<file path="src/rtl/bus_sequencer_pkg.sv">
// Shared types for the master-bus sequencer: unit IDs, bus commands, FSM states and the move request.
package bus_sequencer_pkg;

    typedef logic [3:0]  unit_id_t;
    typedef logic [3:0]  bus_cmd_t;
    typedef logic [15:0] word_t;

    // ID 0 selects no unit on the bus.
    localparam unit_id_t UNIT_NONE = 4'h0;

    typedef enum logic [1:0] {
        IDLE,
        READ,
        WRITE
    } seq_state_t;

    typedef struct packed {
        unit_id_t src;
        unit_id_t dst;
        bus_cmd_t rcmd;
        bus_cmd_t wcmd;
    } bus_req_t;

endpackage

</file>
<file path="src/rtl/bus_sequencer_req_fifo.sv">
// Synchronous request FIFO; one extra pointer bit tells full from empty after wrap.
// Push is dropped while full, even when a pop occurs in the same cycle.
module req_fifo
    import bus_sequencer_pkg::*;
#(
    parameter int DEPTH = 4
) (
    input  logic     clk,
    input  logic     rst,
    input  logic     push,
    input  bus_req_t push_req,
    input  logic     pop,
    output bus_req_t head,
    output logic     full,
    output logic     empty
);
    localparam int AW = $clog2(DEPTH);

    logic [AW:0] wr_ptr;
    logic [AW:0] rd_ptr;
    bus_req_t    mem [DEPTH];

    assign empty = (wr_ptr == rd_ptr);
    assign full  = (wr_ptr[AW] != rd_ptr[AW]) && (wr_ptr[AW-1:0] == rd_ptr[AW-1:0]);
    assign head  = mem[rd_ptr[AW-1:0]];

    always_ff @(posedge clk or posedge rst) begin
        if (rst) begin
            wr_ptr <= '0;
            rd_ptr <= '0;
        end else begin
            if (push && !full) begin
                wr_ptr <= wr_ptr + 1'b1;
            end
            if (pop && !empty) begin
                rd_ptr <= rd_ptr + 1'b1;
            end
        end
    end

    always_ff @(posedge clk) begin
        if (push && !full) begin
            mem[wr_ptr[AW-1:0]] <= push_req;
        end
    end

endmodule

</file>
<file path="src/rtl/bus_sequencer.sv">
// Master-bus sequencer: each queued move reads a word from the source unit, then writes it to the destination.
// Optional READ timeout abort is compiled in with BUS_SEQUENCER_TIMEOUT_EN.
module bus_sequencer
    import bus_sequencer_pkg::*;
#(
    parameter int DATA_WIDTH     = 16,
    parameter int FIFO_DEPTH     = 4,
    parameter int TIMEOUT_CYCLES = 255
) (
    input  logic                  i_clk,
    input  logic                  i_reset,
    input  logic                  i_req_valid,
    output logic                  o_req_ready,
    input  logic [3:0]            i_req_src,
    input  logic [3:0]            i_req_dst,
    input  logic [3:0]            i_req_rcmd,
    input  logic [3:0]            i_req_wcmd,
    output logic [3:0]            o_read_id,
    output logic [3:0]            o_read_command,
    output logic [3:0]            o_write_id,
    output logic [3:0]            o_write_command,
    output logic [DATA_WIDTH-1:0] o_bus_data,
    output logic                  o_bus_valid,
    input  logic [DATA_WIDTH-1:0] i_bus_data,
    input  logic                  i_bus_valid,
    output logic                  o_done,
    output logic                  o_error,
    output logic                  o_busy
);
    if (DATA_WIDTH != $bits(word_t)) begin : g_bad_width
        $error("bus_sequencer: DATA_WIDTH must equal the bus word width");
    end
    if (FIFO_DEPTH < 2 || (FIFO_DEPTH & (FIFO_DEPTH - 1)) != 0) begin : g_bad_depth
        $error("bus_sequencer: FIFO_DEPTH must be a power of 2 and at least 2");
    end
    if (TIMEOUT_CYCLES < 1) begin : g_bad_timeout
        $error("bus_sequencer: TIMEOUT_CYCLES must be at least 1");
    end

    seq_state_t state;
    bus_req_t   new_req;
    bus_req_t   head;
    unit_id_t   req_dst;
    bus_cmd_t   req_wcmd;
    logic       full;
    logic       empty;
    logic       pop;

    assign new_req     = '{src: i_req_src, dst: i_req_dst, rcmd: i_req_rcmd, wcmd: i_req_wcmd};
    assign pop         = (state == IDLE) && !empty;
    assign o_req_ready = !full;
    assign o_busy      = !empty || (state != IDLE);

    req_fifo #(.DEPTH(FIFO_DEPTH)) u_req_fifo (
        .clk      (i_clk),
        .rst      (i_reset),
        .push     (i_req_valid),
        .push_req (new_req),
        .pop      (pop),
        .head     (head),
        .full     (full),
        .empty    (empty)
    );

`ifdef BUS_SEQUENCER_TIMEOUT_EN
    localparam int            TW       = $clog2(TIMEOUT_CYCLES + 1);
    localparam logic [TW-1:0] TMO_LAST = TW'(TIMEOUT_CYCLES - 1);
    logic [TW-1:0] tmo_cnt;
`else
    assign o_error = 1'b0;
`endif

    // Bus outputs are registered so each phase drives clean fields for its whole cycle.
    always_ff @(posedge i_clk or posedge i_reset) begin
        if (i_reset) begin
            state           <= IDLE;
            req_dst         <= UNIT_NONE;
            req_wcmd        <= '0;
            o_read_id       <= UNIT_NONE;
            o_read_command  <= '0;
            o_write_id      <= UNIT_NONE;
            o_write_command <= '0;
            o_bus_data      <= '0;
            o_bus_valid     <= 1'b0;
            o_done          <= 1'b0;
`ifdef BUS_SEQUENCER_TIMEOUT_EN
            o_error         <= 1'b0;
            tmo_cnt         <= '0;
`endif
        end else begin
            o_done <= 1'b0;
`ifdef BUS_SEQUENCER_TIMEOUT_EN
            o_error <= 1'b0;
`endif
            case (state)
                IDLE: begin
                    if (!empty) begin
                        state          <= READ;
                        req_dst        <= head.dst;
                        req_wcmd       <= head.wcmd;
                        o_read_id      <= head.src;
                        o_read_command <= head.rcmd;
`ifdef BUS_SEQUENCER_TIMEOUT_EN
                        tmo_cnt        <= '0;
`endif
                    end
                end
                READ: begin
                    // Returned data wins over a timeout landing in the same cycle.
                    if (i_bus_valid) begin
                        state           <= WRITE;
                        o_read_id       <= UNIT_NONE;
                        o_read_command  <= '0;
                        o_write_id      <= req_dst;
                        o_write_command <= req_wcmd;
                        o_bus_data      <= i_bus_data;
                        o_bus_valid     <= (req_dst != UNIT_NONE);
                        o_done          <= 1'b1;
                    end
`ifdef BUS_SEQUENCER_TIMEOUT_EN
                    else if (tmo_cnt == TMO_LAST) begin
                        state          <= IDLE;
                        o_read_id      <= UNIT_NONE;
                        o_read_command <= '0;
                        o_error        <= 1'b1;
                    end else begin
                        tmo_cnt <= tmo_cnt + 1'b1;
                    end
`endif
                end
                WRITE: begin
                    state           <= IDLE;
                    o_write_id      <= UNIT_NONE;
                    o_write_command <= '0;
                    o_bus_data      <= '0;
                    o_bus_valid     <= 1'b0;
                end
                default: begin
                    state <= IDLE;
                end
            endcase
        end
    end

endmodule

</file>
<file path="config.mk">
export PLATFORM = sky130hd
export DESIGN_NAME = bus_sequencer
export DESIGN_NICKNAME = d
export VERILOG_FILES = /design/src/rtl/bus_sequencer_pkg.sv /design/src/rtl/bus_sequencer_req_fifo.sv /design/src/rtl/bus_sequencer.sv
export SDC_FILE = /design/constraint.sdc
export NUM_CORES = 1
export LEC_CHECK = 0
export ABC_AREA = 1
export CAP_MARGIN = 20
export CORE_ASPECT_RATIO = 1.5
export CORE_MARGIN = 2
export CORE_UTILIZATION = 30
export CTS_BUF_LIST = sky130_fd_sc_hd__clkbuf_16
export DETAILED_ROUTE_END_ITERATION = 10
export GPL_ROUTABILITY_DRIVEN = 1
export PLACE_DENSITY_LB_ADDON = 0.25
export SLEW_MARGIN = 20
export SYNTH_ARGS = -nofsm -noshare
export SYNTH_HDL_FRONTEND = slang
export SYNTH_SLANG_ARGS = --single-unit
</file>
<file path="constraint.sdc">
create_clock -name i_clk -period 2.1 [get_ports i_clk]
set_clock_uncertainty 0.15 [all_clocks]
set_input_delay 0.525 -clock i_clk [delete_from_list [all_inputs] [get_ports i_clk]]
set_output_delay 0.525 -clock i_clk [all_outputs]
set_load 0.005 [all_outputs]
</file>
==> metrics.md <==
| Metric | Value |
|---|---|
| Outcome | `finished clean` |
| Worst min-delay path class | `in2async` |
| Hold-fix buffers, CTS | `0` |
| Max clock buf depth | `2` |
| Wire per inst | `13.41 um` |
| Sequential area share after synthesis | `67.07%` |
| Post-Syn Area | `0.004731 sq mm` |
| Die area | `0.01681 sq mm` |
| Crit. Startpoint | `state[0]` |
| Routed vias/inst | `4.348` |
| Synth top area cells | `edfxtp_1, dfrtp_1, nand2_1` |
| Largest net degree at the start of global routing | `51` |
| Core footprint | `0.01555 sq mm` |
| Final setup vio count | `0` |
| Crit path to | `o_busy` |
| Final net count | `569` |
| DRC | `0` |
| Layout cells sized above 1 | `between 10% and 20%` |
| FF-to-FF path depth | `8` |
| Die extent in x | `between 100 and 150 um` |
| Asr flop ratio synth | `43.86%` |
| R2r setup slk | `250 ps` |
| Vias | `3235` |
| Max rail drop VDD | `around 0.72 mV` |
| CTS tree | `yes` |
| Worst r2r dst | `u_req_fifo.mem[3][5]` |
| Gpl congestion | `around 0.75` |
| Fin worst setup slack | `between 80 and 90 ps` |
| Max cap viols | `0` |
| Unrepaired setup endpoints after global routing | `false` |
| Most common cell in the netlist | `nand2_1` |
| Commonest cells post-synth | `nand2_1, edfxtp_1, nor2_1` |
| Slew Viols, Final | `0` |
| Post-synth EDFFs | `64` |
| Clk_lat worst skew | `410 ps` |
| Reg-to-Reg Start | `u_req_fifo.rd_ptr[2]` |
| Design Area, Final | `approximately 0.0065 sq mm` |
| Layout area overhead | `37.16%` |
| Inserted Clock Buffers | `17` |
| Yosys reg bits | `114` |
| DRT antenna net count | `0` |
| Clock Sinks | `approximately 110` |
| Final core utilization | `41.71%` |
| Total global routing overflow | `0` |
| FP Rows | `between 50 and 60` |
| Antenna violations before repair | `0` |
| Final Cycle Share | `between 90% and 100%` |
| Crit path launch type | `flop` |
| Post-placement cell area | `0.005752 sq mm` |
| Yosys cell types | `27` |
| Leakage Power | `~2.7 nW` |
| DP Worst Slack | `~54 ps` |
| CP endpoint kind | `output pin` |
| Vias in the first global route | `3266` |
| Critical path class | `reg2out` |
| Yosys top cell area share | `40.62%` |
| Final Hold Viols | `0` |
| Root buf cell | `clkbuf_16` |
| Htree depth | `4` |
| First-pass GRT wire length | `16310 um` |
| Post-Syn Area per Cell | `10.88 sq um` |
| Total Routing Usage GR | `12.91%` |
| Setup TNS | `0 ps` |
| Die height | `157.8 um` |
| DRT Pass-1 Iters | `8` |
| ANT cells | `0` |
| Synthesized Nets | `between 400 and 500` |
| P per Cell Area | `1549 mW/mm^2` |
| Starting density of the core | `30.41%` |
| Top fanout value on the critical path | `4` |
| Area leader, netlist | `edfxtp_1` |
| Final HPWL DP | `6400 um` |
| Critical path required time | `1420 ps` |
| Fmax | `0.4967 GHz` |
| Post-Syn Instances | `435` |
| Initial DRC Count | `162` |
| Predominant post-synthesis flop cell | `edfxtp_1` |
| Critical Path AT | `1340 ps` |
| Reg clk slew, reported paths | `50 ps` |
| IO Pins | `73` |
| Post-Route WL | `9976 um` |
| Yosys warns | `0` |
| Tmin final | `just over 2000 ps` |
| Port bufs | `71` |
## layout make-up
| type | instances | area, sq um |
|---|---|---|
| Tap cell | 203 | 254.0 |
| Clock buffer | 17 | 425.4 |
| Multi-Input combinational cell | 250 | 1229 |
| Fill cell | 1481 | 9066 |
| Inverter | 50 | 192.7 |
| Timing Repair Buffer | 95 | 973.4 |
| Sequential cell | 114 | 3176 |
| Clock inverter | 15 | 239.0 |
## placed cells by master (no fill, tap or decap), types with 2 or more instances in the layout
| master | count |
|---|---|
| nand2_1 | 88 |
| clkdlybuf4s50_1 | 69 |
| edfxtp_1 | 64 |
| nor2_1 | 52 |
| o21ai_0 | 48 |
| dfrtp_1 | 48 |
| inv_1 | 45 |
| nand3_1 | 22 |
| clkbuf_16 | 17 |
| buf_4 | 17 |
| nand3_2 | 9 |
| o211ai_1 | 8 |
| buf_12 | 7 |
| inv_2 | 6 |
| bufinv_16 | 6 |
| nand2_2 | 5 |
| ha_1 | 5 |
| clkinvlp_4 | 4 |
| inv_6 | 3 |
| o22ai_1 | 3 |
| o21ai_2 | 2 |
| xnor2_1 | 2 |
| dfrtp_2 | 2 |
## registers in the layout, indices dropped and copies added (netlist names), 4 cells and up
| name | flops |
|---|---|
| req_dst | 4 |
| o_read_id | 4 |
| o_read_command | 4 |
| req_wcmd | 4 |
| o_write_id | 4 |
| o_write_command | 4 |
| o_bus_data | 16 |
| u_req_fifo.mem | 64 |
## critical path, stage by stage, from the launching register on
cell	delay, ps
dfrtp_1	450
nor2_4	170
nand4_1	100
clkdlybuf4s15_1	210
## per-stage QoR
stage                     total power [mW]  hold slack [ps]  cells
after floorplan                      5.463            299.1    435
after global placement               6.698            316.7    703
after detailed placement             6.774            319.1    703
after CTS                            10.18            329.5    743
after global routing                 10.77            350.5    744
final                                10.05            322.8    744
## timing repair
item	CTS	global route
hold endpoints to repair	0	0
gates cloned	0	0
resized for setup	9	3
pin swaps	2	0
setup endpoints to repair	2	2
setup buffers	8	1
## where the power goes
part,internal (mW),switching [mW]
Combinational,1.55,1.86
Sequential,3.09,0.332
Clock,2.21,1.01
Total,6.85,3.20
## how the worst min path moves through the flow
stage / end / start / slack, ps / cells after the start
after floorplan: req_dst[0] / req_dst[0] / 300 / 2
after global placement: req_dst[3] / req_dst[3] / 320 / 2
after detailed placement: req_dst[3] / req_dst[3] / 320 / 2
after CTS: o_read_command[3] / i_reset / 330 / 3
after global routing: req_dst[2] / req_dst[2] / 350 / 2
final: o_bus_data[0] / i_reset / 320 / 3
## kinds of logic after synthesis
group / count (synthesis) / synth area share (%)
simple gates: 180 / 16.82
flops: 114 / 67.07
buf+inv: 71 / 7.114
compound gates: 62 / 7.220
fa+ha+maj: 5 / 1.322
xor+xnor: 2 / 0.3703
other cells: 1 / 0.07927
## metal layers
layer	part of all wire, %	track usage, %	vias to the layer above
met1	40	13.79	1515
met4	2.9	6.988	0
met5	0	0	-
li1	-	-	1619
met3	4.9	3.993	16
met2	52	22.68	85
No activity file was read; power rests on OpenSTA's default activity.
==> patch: new RTL, same settings <==
`FIFO_DEPTH`: 4 -> 2.
--- a/src/rtl/bus_sequencer.sv
+++ b/src/rtl/bus_sequencer.sv
@@ -6,3 +6,3 @@
     parameter int DATA_WIDTH     = 16,
-    parameter int FIFO_DEPTH     = 4,
+    parameter int FIFO_DEPTH     = 2,
     parameter int TIMEOUT_CYCLES = 255
Check against the original RTL: not equivalent (Yosys sat finds a counterexample within 4 cycles, from zero or initial values and one cycle with i_reset high).
==> patch against the original RTL <==
- critical path depth is 2 higher
- design area fell by 31%
- final cell count is 31% lower
- sequential share of layout area is 0.39 points lower
- power is 35% lower
- highest routed layer unchanged
- sequential cell count shrank 34
- routed wire length shrank 32%
- sequential power decreased by 27%
- global-route usage fell by 0.083 points
- area after synthesis fell by 33%
- largest cell class unchanged
- setup slack got worse by 0.0074 ns
- first-iteration DRC count decreased by 52%
==> patch: results <==
metrics = {
    "status": {
        "status": "completed",
    },
    "clocking": {
        "clockRootBuffer": "clkbuf_16",
        "path_clk_slew_ns": 0.06,
        "htree_levels": 3,
        "cts.path.max_buffers": 2,
        "cts_made_buffers": 9,
        "clk_latency_ns": 0.33,
    },
    "detailed_routing": {
        "via_count": 2200,
        "wl_mm": 6.739,
        "drt-initial-drc-count": 78,
        "wire_per_inst_um": 13.06,
        "firstDrtPassIters": 4,
    },
    "synthesis": {
        "synth_commonest_cells": "nand2_1, dfrtp_1, edfxtp_1, nand3_1, o21ai_1",
        "yosys_warnings": 0,
        "synth.distinct_cells": 26,
        "ys_async_sr_fraction": 0.6000,
        "ys_top_cells_by_area": "dfrtp_1, edfxtp_1, nand2_1",
        "synth_edf_count": 32,
        "synth_fp_nets": 317,
        "ys_seq_area_frac": 0.6854,
        "syn_area_per_cell_um2": 11.23,
    },
    "layout": {
        "nets": 406,
        "diodes": 0,
        "largest_reg_flops": 32,
        "fillers": 987,
        "drive_above_1_share": 0.1520,
    },
    "global_routing": {
        "track_usage": 0.1282,
        "first_global_vias": 2270,
        "grt_start_max_net_pins": 33,
        "antenna_found_initial": 0,
        "grt_pass1_wl_mm": 10.96,
    },
    "worst_setup_path": {
        "rr_startpoint": "u_req_fifo.rd_ptr[0]$_DFFE_PP0P_",
        "endpoint": "o_busy",
        "setup.worst_path.start": "u_req_fifo.rd_ptr[1]$_DFFE_PP0P_",
        "r2r_setup_slack_ns": 0.44,
        "ff2ff_path_depth": 8,
        "cp_max_fo": 3,
        "worst_ep_arrival_time_ns": 1.35,
        "r2r-end": "u_req_fifo.mem[1][8]$_DFFE_PP_",
    },
    "pwr": {
        "ir_drop_mv": 0.8918,
        "p_leak_nw": 1.961,
    },
    "worst_hold_path": {
        "holdPathStages": 2,
        "min_to": "o_write_command[2]$_DFFE_PP0P_",
        "hold_class": "flip-flop to flip-flop",
        "hp-start": "req_wcmd[2]$_DFFE_PP0P_",
    },
    "place": {
        "gp_congestion": 0.6864,
        "placed_area_um2": 4098,
        "portBuffers": 71,
        "dpl.hpwl_mm": 4.593,
        "pre_cts_slack_ns": 0.1423,
        "dp.cells": 493,
    },
    "sta": {
        "holdWs_ns": 0.3268,
        "finalWorstSetupSlack_ns": 0.07920,
    },
}
## patch: changes by cell type after synthesis, moves of 4 or more
cell	change
buf_2	-4
edfxtp_1	-32
nand2_1	+12
mux2i_1	+8
nand3_1	+8
ha_1	-5
nor2_1	-50
o21ai_0	-48
a21oi_1	+8
o21ai_1	+8
inv_1	-41
o211ai_1	-7
## patch: what timing repair did
item	CTS	global route
endpoints found under the setup margin	2	1
gates resized for setup	4	2
pin swaps	0	1
setup buffers	4	3
hold buffers	0	0
## patch: layout make-up
class / instances / area [um^2] / share of cell area
multi-input cells: 179 / 894.6 / 0.2009
well taps: 141 / 176.4 / 0.03962
inverters: 9 / 33.78 / 0.007586
repair buffers: 91 / 895.9 / 0.2012
clock buffers: 9 / 225.2 / 0.05058
flip-flops and latches: 80 / 2162 / 0.4855
clock inverters: 7 / 65.06 / 0.01461
## patch: kinds of logic after synthesis
logic type             after synthesis  share of synthesized area
AND/OR/NAND/NOR                    149                     0.2142
flip-flops                          80                     0.6854
buffers and inverters               22                    0.03649
AO/OA/AOI/OAI                       19                    0.03173
multiplexers                         8                    0.02539
XOR/XNOR                             2                   0.005554
other                                1                   0.001189
## patch: routing by layer
layer | global-route usage | wire (um) | up-vias
met3 | 0.03567 | 244 | 9
met2 | 0.2148 | 3468 | 54
li1 | - | - | 1107
met5 | 0 | 0 | -
met1 | 0.1495 | 2884 | 1030
met4 | 0.06244 | 143 | 0
## patch: where the power goes
part           internal, mW  switching, mW
combinational          1.24           1.27
sequential             2.22          0.286
clock                 0.908          0.592
total                  4.38           2.14
## patch: worst max-delay path: stages, from the launching register on
cell and delay (ns):
dfrtp_1 0.41, inv_1 0.06, nand2_1 0.09, nand2_1 0.11, nand3_1 0.08, dlygate4sd2_1 0.27
